<file path="src/rtl/consulta_linha.sv">
// rtl/consulta_linha.sv - read-side membership query engine for the time-sliced Bloom line store
//
// Accepts one query at a time (line address + bit index), reads the line from
// the line SRAM, ages the bloom field to the sampled time slice (without
// writing anything back) and returns hit / live-hit count / error.
//
// Ports:
//   clk, reset_n               clock, synchronous active-low reset
//   req_valid/req_ready        query handshake; req_ready is high only when idle
//   req_addr, req_bit          line address, bit index inside each slice
//   cur_bucket, cur_loop       current time slice, sampled at accept
//   mem_rd_req/mem_rd_addr     one-cycle read strobe and held read address
//   mem_rd_vld/mem_rd_data     read data return
//   resp_valid/resp_ready      response handshake
//   resp_hit, resp_count       req_bit found in >=1 live slice, number of such slices
//   resp_err                   line timestamp ahead of current time, or read timeout
module consulta_linha #(
    parameter int DATA_WIDTH     = 72,
    parameter int NUM_BUCKETS    = 12,
    parameter int BUCKET_SZ      = 4,
    parameter int BITS_SHIFT     = $clog2(NUM_BUCKETS),
    parameter int BLOOM_INIT_POS = 16,
    parameter int ADDR_WIDTH     = 10,
    parameter int TIMEOUT        = 64
) (
    input  logic                                 clk,
    input  logic                                 reset_n,
    input  logic                                 req_valid,
    output logic                                 req_ready,
    input  logic [ADDR_WIDTH-1:0]                req_addr,
    input  logic [$clog2(BUCKET_SZ)-1:0]         req_bit,
    input  logic [BITS_SHIFT-1:0]                cur_bucket,
    input  logic [BLOOM_INIT_POS-BITS_SHIFT-1:0] cur_loop,
    output logic                                 mem_rd_req,
    output logic [ADDR_WIDTH-1:0]                mem_rd_addr,
    input  logic                                 mem_rd_vld,
    input  logic [DATA_WIDTH-1:0]                mem_rd_data,
    output logic                                 resp_valid,
    input  logic                                 resp_ready,
    output logic                                 resp_hit,
    output logic [$clog2(NUM_BUCKETS+1)-1:0]     resp_count,
    output logic                                 resp_err
);

    localparam int LOOP_W = BLOOM_INIT_POS - BITS_SHIFT;
    localparam int BIT_W  = $clog2(BUCKET_SZ);
    localparam int CNT_W  = $clog2(NUM_BUCKETS + 1);
    localparam int TMO_W  = $clog2(TIMEOUT);
    // Signed width wide enough for (loop diff)*NUM_BUCKETS + bucket diff.
    localparam int EW     = LOOP_W + BITS_SHIFT + 1;
    // Only header + slices are kept; anything above the last slice is ignored.
    localparam int LINE_W = BLOOM_INIT_POS + NUM_BUCKETS * BUCKET_SZ;

    typedef enum logic [2:0] {
        S_IDLE,
        S_RD_REQ,
        S_WAIT,
        S_EVAL,
        S_RESP
    } state_t;

    state_t                 state_q, state_d;
    logic [ADDR_WIDTH-1:0]  addr_q;
    logic [BIT_W-1:0]       bit_q;
    logic [BITS_SHIFT-1:0]  cur_bucket_q;
    logic [LOOP_W-1:0]      cur_loop_q;
    logic [LINE_W-1:0]      line_q;
    logic [TMO_W-1:0]       tmo_q, tmo_d;
    logic                   hit_q, hit_d;
    logic [CNT_W-1:0]       count_q, count_d;
    logic                   err_q, err_d;
    logic                   capture_req, capture_line, load_resp;

    generate
        if (DATA_WIDTH > LINE_W) begin : g_unused_hi
            logic unused_hi;
            assign unused_hi = ^mem_rd_data[DATA_WIDTH-1:LINE_W];
        end
    endgenerate

    // Aging evaluation on the registered line.
    logic [LOOP_W-1:0]     line_loop;
    logic [BITS_SHIFT-1:0] line_bucket;
    logic signed [EW-1:0]  loop_diff, bkt_diff, elapsed;
    logic                  ahead, expired;
    logic [CNT_W-1:0]      live_cnt;

    always_comb begin
        line_loop   = line_q[LOOP_W-1:0];
        line_bucket = line_q[BLOOM_INIT_POS-1 -: BITS_SHIFT];
        loop_diff   = EW'(cur_loop_q) - EW'(line_loop);
        bkt_diff    = EW'(cur_bucket_q) - EW'(line_bucket);
        elapsed     = loop_diff * EW'(NUM_BUCKETS) + bkt_diff;
        ahead       = (cur_loop_q < line_loop) ||
                      ((cur_loop_q == line_loop) && (cur_bucket_q < line_bucket));
        expired     = (elapsed >= EW'(NUM_BUCKETS));
        live_cnt    = '0;
        // Slice j is live when it is no older than the elapsed slice count.
        for (int j = 0; j < NUM_BUCKETS; j++) begin
            if ((EW'(j) >= elapsed) && line_q[BLOOM_INIT_POS + j*BUCKET_SZ + int'(bit_q)]) begin
                live_cnt = live_cnt + CNT_W'(1);
            end
        end
    end

    always_comb begin
        state_d      = state_q;
        tmo_d        = tmo_q;
        capture_req  = 1'b0;
        capture_line = 1'b0;
        load_resp    = 1'b0;
        hit_d        = 1'b0;
        count_d      = '0;
        err_d        = 1'b0;
        case (state_q)
            S_IDLE: begin
                if (req_valid) begin
                    capture_req = 1'b1;
                    state_d     = S_RD_REQ;
                end
            end
            S_RD_REQ: begin
                tmo_d   = '0;
                state_d = S_WAIT;
            end
            S_WAIT: begin
                // Data arriving in the timeout cycle still wins.
                if (mem_rd_vld) begin
                    capture_line = 1'b1;
                    state_d      = S_EVAL;
                end else if (tmo_q == TMO_W'(TIMEOUT - 1)) begin
                    load_resp = 1'b1;
                    err_d     = 1'b1;
                    state_d   = S_RESP;
                end else begin
                    tmo_d = tmo_q + TMO_W'(1);
                end
            end
            S_EVAL: begin
                load_resp = 1'b1;
                if (ahead) begin
                    err_d = 1'b1;
                end else if (!expired) begin
                    count_d = live_cnt;
                    hit_d   = (live_cnt != '0);
                end
                state_d = S_RESP;
            end
            S_RESP: begin
                if (resp_ready) begin
                    state_d = S_IDLE;
                end
            end
            default: state_d = S_IDLE;
        endcase
    end

    always_ff @(posedge clk) begin
        if (!reset_n) begin
            state_q      <= S_IDLE;
            addr_q       <= '0;
            bit_q        <= '0;
            cur_bucket_q <= '0;
            cur_loop_q   <= '0;
            line_q       <= '0;
            tmo_q        <= '0;
            hit_q        <= 1'b0;
            count_q      <= '0;
            err_q        <= 1'b0;
        end else begin
            state_q <= state_d;
            tmo_q   <= tmo_d;
            if (capture_req) begin
                addr_q       <= req_addr;
                bit_q        <= req_bit;
                cur_bucket_q <= cur_bucket;
                cur_loop_q   <= cur_loop;
            end
            if (capture_line) begin
                line_q <= mem_rd_data[LINE_W-1:0];
            end
            if (load_resp) begin
                hit_q   <= hit_d;
                count_q <= count_d;
                err_q   <= err_d;
            end
        end
    end

    assign req_ready   = (state_q == S_IDLE);
    assign mem_rd_req  = (state_q == S_RD_REQ);
    assign mem_rd_addr = addr_q;
    assign resp_valid  = (state_q == S_RESP);
    assign resp_hit    = hit_q;
    assign resp_count  = count_q;
    assign resp_err    = err_q;

endmodule

</file>
<file path="config.mk">
export PLATFORM = sky130hd
export DESIGN_NAME = consulta_linha
export DESIGN_NICKNAME = d
export VERILOG_FILES = /design/src/rtl/consulta_linha.sv
export SDC_FILE = /design/constraint.sdc
export NUM_CORES = 1
export LEC_CHECK = 0
export ABC_AREA = 1
export CAP_MARGIN = 30
export CELL_PAD_IN_SITES_DETAIL_PLACEMENT = 1
export CELL_PAD_IN_SITES_GLOBAL_PLACEMENT = 1
export CORE_MARGIN = 10
export CORE_UTILIZATION = 46
export CTS_CLUSTER_SIZE = 8
export DETAILED_ROUTE_END_ITERATION = 12
export DONT_BUFFER_PORTS = 1
export PLACE_DENSITY = 0.91
export SYNTH_ARGS = -nofsm -noshare
export SYNTH_HDL_FRONTEND = slang
export SYNTH_SLANG_ARGS = --single-unit
</file>
<file path="constraint.sdc">
create_clock -name clk -period 12.5 [get_ports clk]
set_input_delay 0.625 -clock clk [delete_from_list [all_inputs] [get_ports clk]]
set_output_delay 0.625 -clock clk [all_outputs]
set_load 0.02 [all_outputs]
</file>
==> run_results.csv, run 1 <==
group,metric,value,unit
synth,synth-compound-area-share,15.2,%
synth,synth_top_family_by_area,"simple AND/OR/NAND/NOR gates",
critical_path,arrival,11.60,ns
placed_design,hpwl,18600,um
critical_path,critPathRequiredTime,12.69,ns
drt,met3_length,1140,um
synth,synth_area_leader_cell,"dfxtp_1",
drt,finalWirelength,24500,um
synth,synth_edf_count,0,
cts,h-tree-depth,3,
floorplan,coreArea,17300,um2
drt,wl_met2,12400,um
sta,hold_viol_final,0,
critical_path,critPathCaptureType,"flop",
run_status,status,"complete, no violations",
synth,synthMuxAreaShare,0,%
synth,synth.top_cells.by_area,"dfxtp_1 (26%), nand2_1 (12%), ha_1 (10%)",
hold_path,min_to,"line_q[61]",
global_route,grt_pass1_wl,40800,um
critical_path,critical_path_class,"flop to flop",
drt,drtPass1Iterations,5,
synth,synthTopCellsByCount,"nand2_1 (263), nor2_1 (180), inv_1 (134), nand3_1 (116), dfxtp_1 (107)",
hold_path,min_path_cells,2,
cts,insertion_delay,0.35,ns
drt,dr.max_layer_used,"met4",
placed_design,place_ws,0.986,ns
cts,numCtsBuffers,9,
critical_path,critPathSlowestCell,"fa_1",
floorplan,start_util,46.8,%
sta,fin_crit_sh,91.3,%
floorplan,die_h,153,um
hold_path,holdCritStartpoint,"reset_n",
cts,cts_tree,"yes",
drt,routed_via_density,5.58,
synth,yosys.area_share.simple,35.5,%
drt,drc,0,
critical_path,crit_top_cell,"nand2_1",
layout,area_delta_synth_final,6.22,%
placed_design,io_buffers,0,
critical_path,r2r_start,"cur_loop_q[0]",
cts,clk_pin_slew_worst_paths,0.07,ns
drt,antenna_left,0,
synth,async_flop_share,0,%
layout,nNetsFinal,1410,
sta,final_max_slew_viol_count,0,
synth,synth_seq_cells,107,
cts,root_buffer,"clkbuf_16",
critical_path,rr_endpoint,"resp_hit",
sta,tightest_slew,1.03,ns
floorplan,fp.dieW,153,um
floorplan,row_count,48,
synth,yosysMostFrequentCell,"nand2_1",
sta,slew_headroom,31.0,%
drt,drt-initial-drc-count,455,
synth,synth_fp_nets,1434,
global_route,grt_overflow_total,0,
critical_path,r2r_cells,73,
global_route,grt_use_total,20.2,%
synth,yosys.area_share.xor_xnor,2.81,%
floorplan,die_area,23300,um2
sta,finClkSkew,0.0110,ns
synth,ys_seq_area_share,26.4,%
global_route,antenna_found_initial,1,
synth,synth_top_flop_cell,"dfxtp_1",
flow_run,cap_violations,0,
placed_design,gp_congestion,0.901,
critical_path,critical_path.max_stage_delay,0.46,ns
layout,final_util,49.8,%
synth,synth-adder-area-share,11.3,%
critical_path,crit_path_max_fanout,6,
synth,ys_types,49,
synth,syn_avg_cell_area,6.44,um2
sta,fin_crit,11.41,ns
cts,clock_sinks,107,
synth,netlist_area,8100,um2
sta,max_freq,87.6,MHz
critical_path,cp-start-kind,"flop",
layout,drive_gt1_share,7.59,%
synth,yosysWarnings,0,
sta,setup_viol,0,
critical_path,r2r_slack,1.09,ns
global_route,grt_start_max_net_pins,76,
drt,drt-met1-wl,10700,um
drt,num_vias,8169,
synth,syn_inst,1258,
global_route,grt_pass1_vias,8615,
floorplan,ios,124,
cts,cts.path.max_buffers,2,
drt,wl_per_cell,16.7,um
sta,fin_ws,1.09,ns
synth,yosys.area.top_type_share,26.4,%
hold_path,hp-class,"primary input to flop",
sta,finalSetupTns,0,ns
## metrics by stage
step	instances	cell area, um2	hold WS, ns
floorplan	1258	8100	0.433
global placement	1447	8260	0.443
CTS	1463	8570	0.403
finish	1465	8610	0.410
global route	1465	8610	0.409
detailed placement	1447	8260	0.452
## timing repair
action | 4_1_cts | 5_1_grt
resized for setup | 0 | 5
buffers inserted | 0 | 1
setup endpoints to repair | 0 | 3
hold buffers | 0 | 0
## cells in the final DEF (no fill, tap or decap), types with 3 or more instances in the layout
master	count
o21ai_0	99
nand2_1	262
xor2_1	17
fa_1	4
or2_2	4
dfxtp_1	107
nor3_1	10
o22ai_1	10
and2_1	4
inv_1	134
buf_4	5
nand2_2	20
nor2_2	5
nand4_1	8
o21bai_1	6
nand3_2	13
a21oi_1	82
ha_1	67
xnor2_1	9
nor2_1	180
nand3_1	116
o21ai_1	3
a21oi_2	4
inv_2	9
clkbuf_16	9
nand2_4	5
nand3_4	3
a31oi_1	6
## final cells by class
| type | count | area [um2] |
|---|---|---|
| sequential | 107 | 2140 |
| clock buffer | 11 | 243 |
| fill | 2343 | 8690 |
| multi-input combinational | 965 | 5280 |
| tap | 225 | 282 |
| antenna | 1 | 2.50 |
| clock inverter | 5 | 66.3 |
| timing repair buffer | 5 | 37.5 |
| inverter | 146 | 551 |
## worst max-delay path by stage
stage	startpoint	to	slack, ns	depth (start not counted)
2_1_floorplan	cur_loop_q[0]	resp_hit	2.71	71
3_3_place_gp	cur_loop_q[0]	resp_hit	1.48	73
3_5_place_dp	cur_loop_q[0]	resp_hit	0.99	72
4_1_cts	cur_loop_q[0]	resp_hit	0.73	72
5_1_grt	cur_loop_q[0]	resp_hit	-0.06	73
6_report	cur_loop_q[0]	resp_hit	1.09	73
## cells by family (layout without fill, tap and decap cells)
logic type,count (synthesis),count (layout)
AOI/OAI and AO/OA,225,225
xor gates and xnor gates,26,26
adders and majority gates,71,71
buffers and inverters,186,167
DFF,107,107
other,0,1
and+or+nand+nor,643,643
## registers in the layout, summed over array words and instances (netlist names)
register / count
bit_q: 2
resp_count: 4
mem_rd_addr: 10
cur_loop_q: 12
tmo_q: 6
line_q: 64
cur_bucket_q: 4
resp_err: 1
state_q: 3
resp_hit: 1
## critical path, delay by kind of cell (launching register included)
| kind | cells | cell delay (ns) |
|---|---|---|
| and+or+nand+nor | 43 | 4.64 |
| DFF | 1 | 0.36 |
| adders and majority gates | 12 | 3.65 |
| xor gates and xnor gates | 2 | 0.42 |
| AOI/OAI and AO/OA | 9 | 1.62 |
| buffers and inverters | 7 | 0.57 |
## layer usage
metal  track usage (%)  vias to the layer above
li1                  -                     4071
met4              5.18                        0
met5                 0                        -
met1              23.4                     3936
met2              36.6                      134
met3              4.43                       28
Power of run 1 is left out: the tool's default activity adds up to more than one toggle a clock period on the data nets, which glitch-free logic cannot reach.
==> run 2: changes to the inputs <==
--- a/config.mk
+++ b/config.mk
@@ -14,6 +14,7 @@
 export CTS_CLUSTER_SIZE = 8
 export DETAILED_ROUTE_END_ITERATION = 12
 export DONT_BUFFER_PORTS = 1
+export GPL_TIMING_DRIVEN = 0
 export PLACE_DENSITY = 0.91
 export SYNTH_ARGS = -nofsm -noshare
 export SYNTH_HDL_FRONTEND = slang
==> run_results.csv, run 2 (synthesis gave the netlist of run 1 again) <==
group,metric,value,unit
sta,tightest_slew,0.740,ns
critical_path,critPathCaptureType,"flop",
floorplan,ios,124,
sta,setup_viol,0,
critical_path,critical_path_class,"flop to flop",
sta,hold_slack,0.427,ns
layout,nNetsFinal,1446,
drt,wl_met2,13400,um
critical_path,r2r_slack,1.03,ns
floorplan,die_area,23300,um2
sta,max_freq,87.2,MHz
run_status,status,"complete, no violations",
floorplan,fp.dieW,153,um
cts,cts.path.max_buffers,2,
critical_path,crit_top_cell,"nand2_1",
drt,finalWirelength,26800,um
drt,drc,0,
drt,wl_per_cell,17.8,um
drt,drt-initial-drc-count,532,
cts,post_cts_buffers,0,
critical_path,arrival,11.68,ns
sta,final_max_slew_viol_count,0,
cts,cts_tree,"yes",
critical_path,critical_path.max_stage_delay,0.39,ns
cts,cts_resized,0,
critical_path,critPathSlowestCell,"ha_1",
floorplan,die_h,153,um
critical_path,critPathRequiredTime,12.71,ns
layout,mostFrequentLayoutCell,"nand2_1",
placed_design,hpwl,20600,um
global_route,grt_pass1_wl,43200,um
critical_path,cp-start-kind,"flop",
cts,clock_sinks,107,
cts,root_buffer,"clkbuf_16",
global_route,grt_pass1_vias,8908,
sta,slew_headroom,50.3,%
cts,hold_buffers,0,
sta,fin_crit,11.47,ns
sta,hold_viol_final,0,
drt,drtPass1Iterations,5,
layout,largest_register_ff_count,64,
drt,routed_via_density,5.61,
floorplan,coreArea,17300,um2
global_route,grt_start_max_net_pins,19,
hold_path,hp-class,"primary input to flop",
floorplan,row_count,48,
critical_path,crit_path_max_fanout,5,
drt,antenna_left,0,
placed_design,io_buffers,0,
global_route,grt_overflow_total,0,
sta,finClkSkew,0.0168,ns
global_route,grt_use_total,21.6,%
cts,h-tree-depth,3,
layout,regMostFlops,"line_q",
drt,num_vias,8451,
drt,drt-met1-wl,11100,um
cts,insertion_delay,0.36,ns
cts,numCtsBuffers,9,
placed_design,gp_congestion,0.896,
global_route,antenna_found_initial,7,
cts,clk_pin_slew_worst_paths,0.08,ns
sta,fin_crit_sh,91.8,%
layout,area_delta_synth_final,7.23,%
layout,layout_common_cells,"nand2_1 (263), nor2_1 (180), inv_1 (134)",
layout,drive_gt1_share,6.90,%
drt,met3_length,1510,um
floorplan,start_util,46.8,%
drt,dr.max_layer_used,"met5",
flow_run,cap_violations,0,
[run 2: changes by cell type in the layout (fill, tap and decap cells not counted), sizes merged]
cell | before | now
clkinv | 2 | 5
diode | 1 | 6
clkbuf | 11 | 48
clkinvlp | 1 | 2
inv | 147 | 146
bufinv | 1 | 0
buf | 5 | 2
[run 2: critical path, delay by kind of cell (launching register included)]
kind / cells / cell delay [ns]
buffers and inverters: 8 / 0.61
AO/OA/AOI/OAI: 8 / 1.39
adder cells (fa/ha/maj): 11 / 3.35
XOR/XNOR: 2 / 0.33
AND/OR/NAND/NOR: 45 / 5.28
flip-flops: 1 / 0.35
[run 2: area by class of cell]
cell class                 count  area [um2]
antenna                        6        15.0
buffer                        40         154
clock buffer                   9         225
clock inverter                 7        51.3
fill                        2358        8610
inverter                     146         551
multi-input combinational    965        5260
sequential                   107        2140
tap                          225         282
timing repair buffer           1        7.51
[run 2: per-stage QoR]
| step | instance area (um2) | cells | util [%] | TNS, ns | worst slack [ns] |
|---|---|---|---|---|---|
| floorplan | 8100 | 1258 | - | 0 | 2.71 |
| global placement | 8380 | 1483 | 48.5 | 0 | 1.57 |
| detailed placement | 8390 | 1484 | 48.5 | 0 | 1.16 |
| CTS | 8670 | 1500 | 50.1 | 0 | 1.07 |
| global route | 8680 | 1505 | 50.2 | -0.0115 | -0.0115 |
| finish | 8690 | 1506 | 50.2 | 0 | 1.03 |
[run 2: worst paths after layout]
kind                 from             end  cells after the start
min reg2reg     line_q[6]       line_q[6]                      2
max reg2reg     line_q[2]        resp_hit                     74
max             line_q[2]        resp_hit                     74
min          cur_loop[10]  cur_loop_q[10]                      2
[run 2: metal layers]
metal | vias up | GRT usage, %
li1 | 4152 | -
met1 | 4047 | 24.3
met2 | 184 | 39.4
met3 | 66 | 4.57
met4 | 2 | 7.04
met5 | - | 0
Power of run 2 is left out for the same reason.
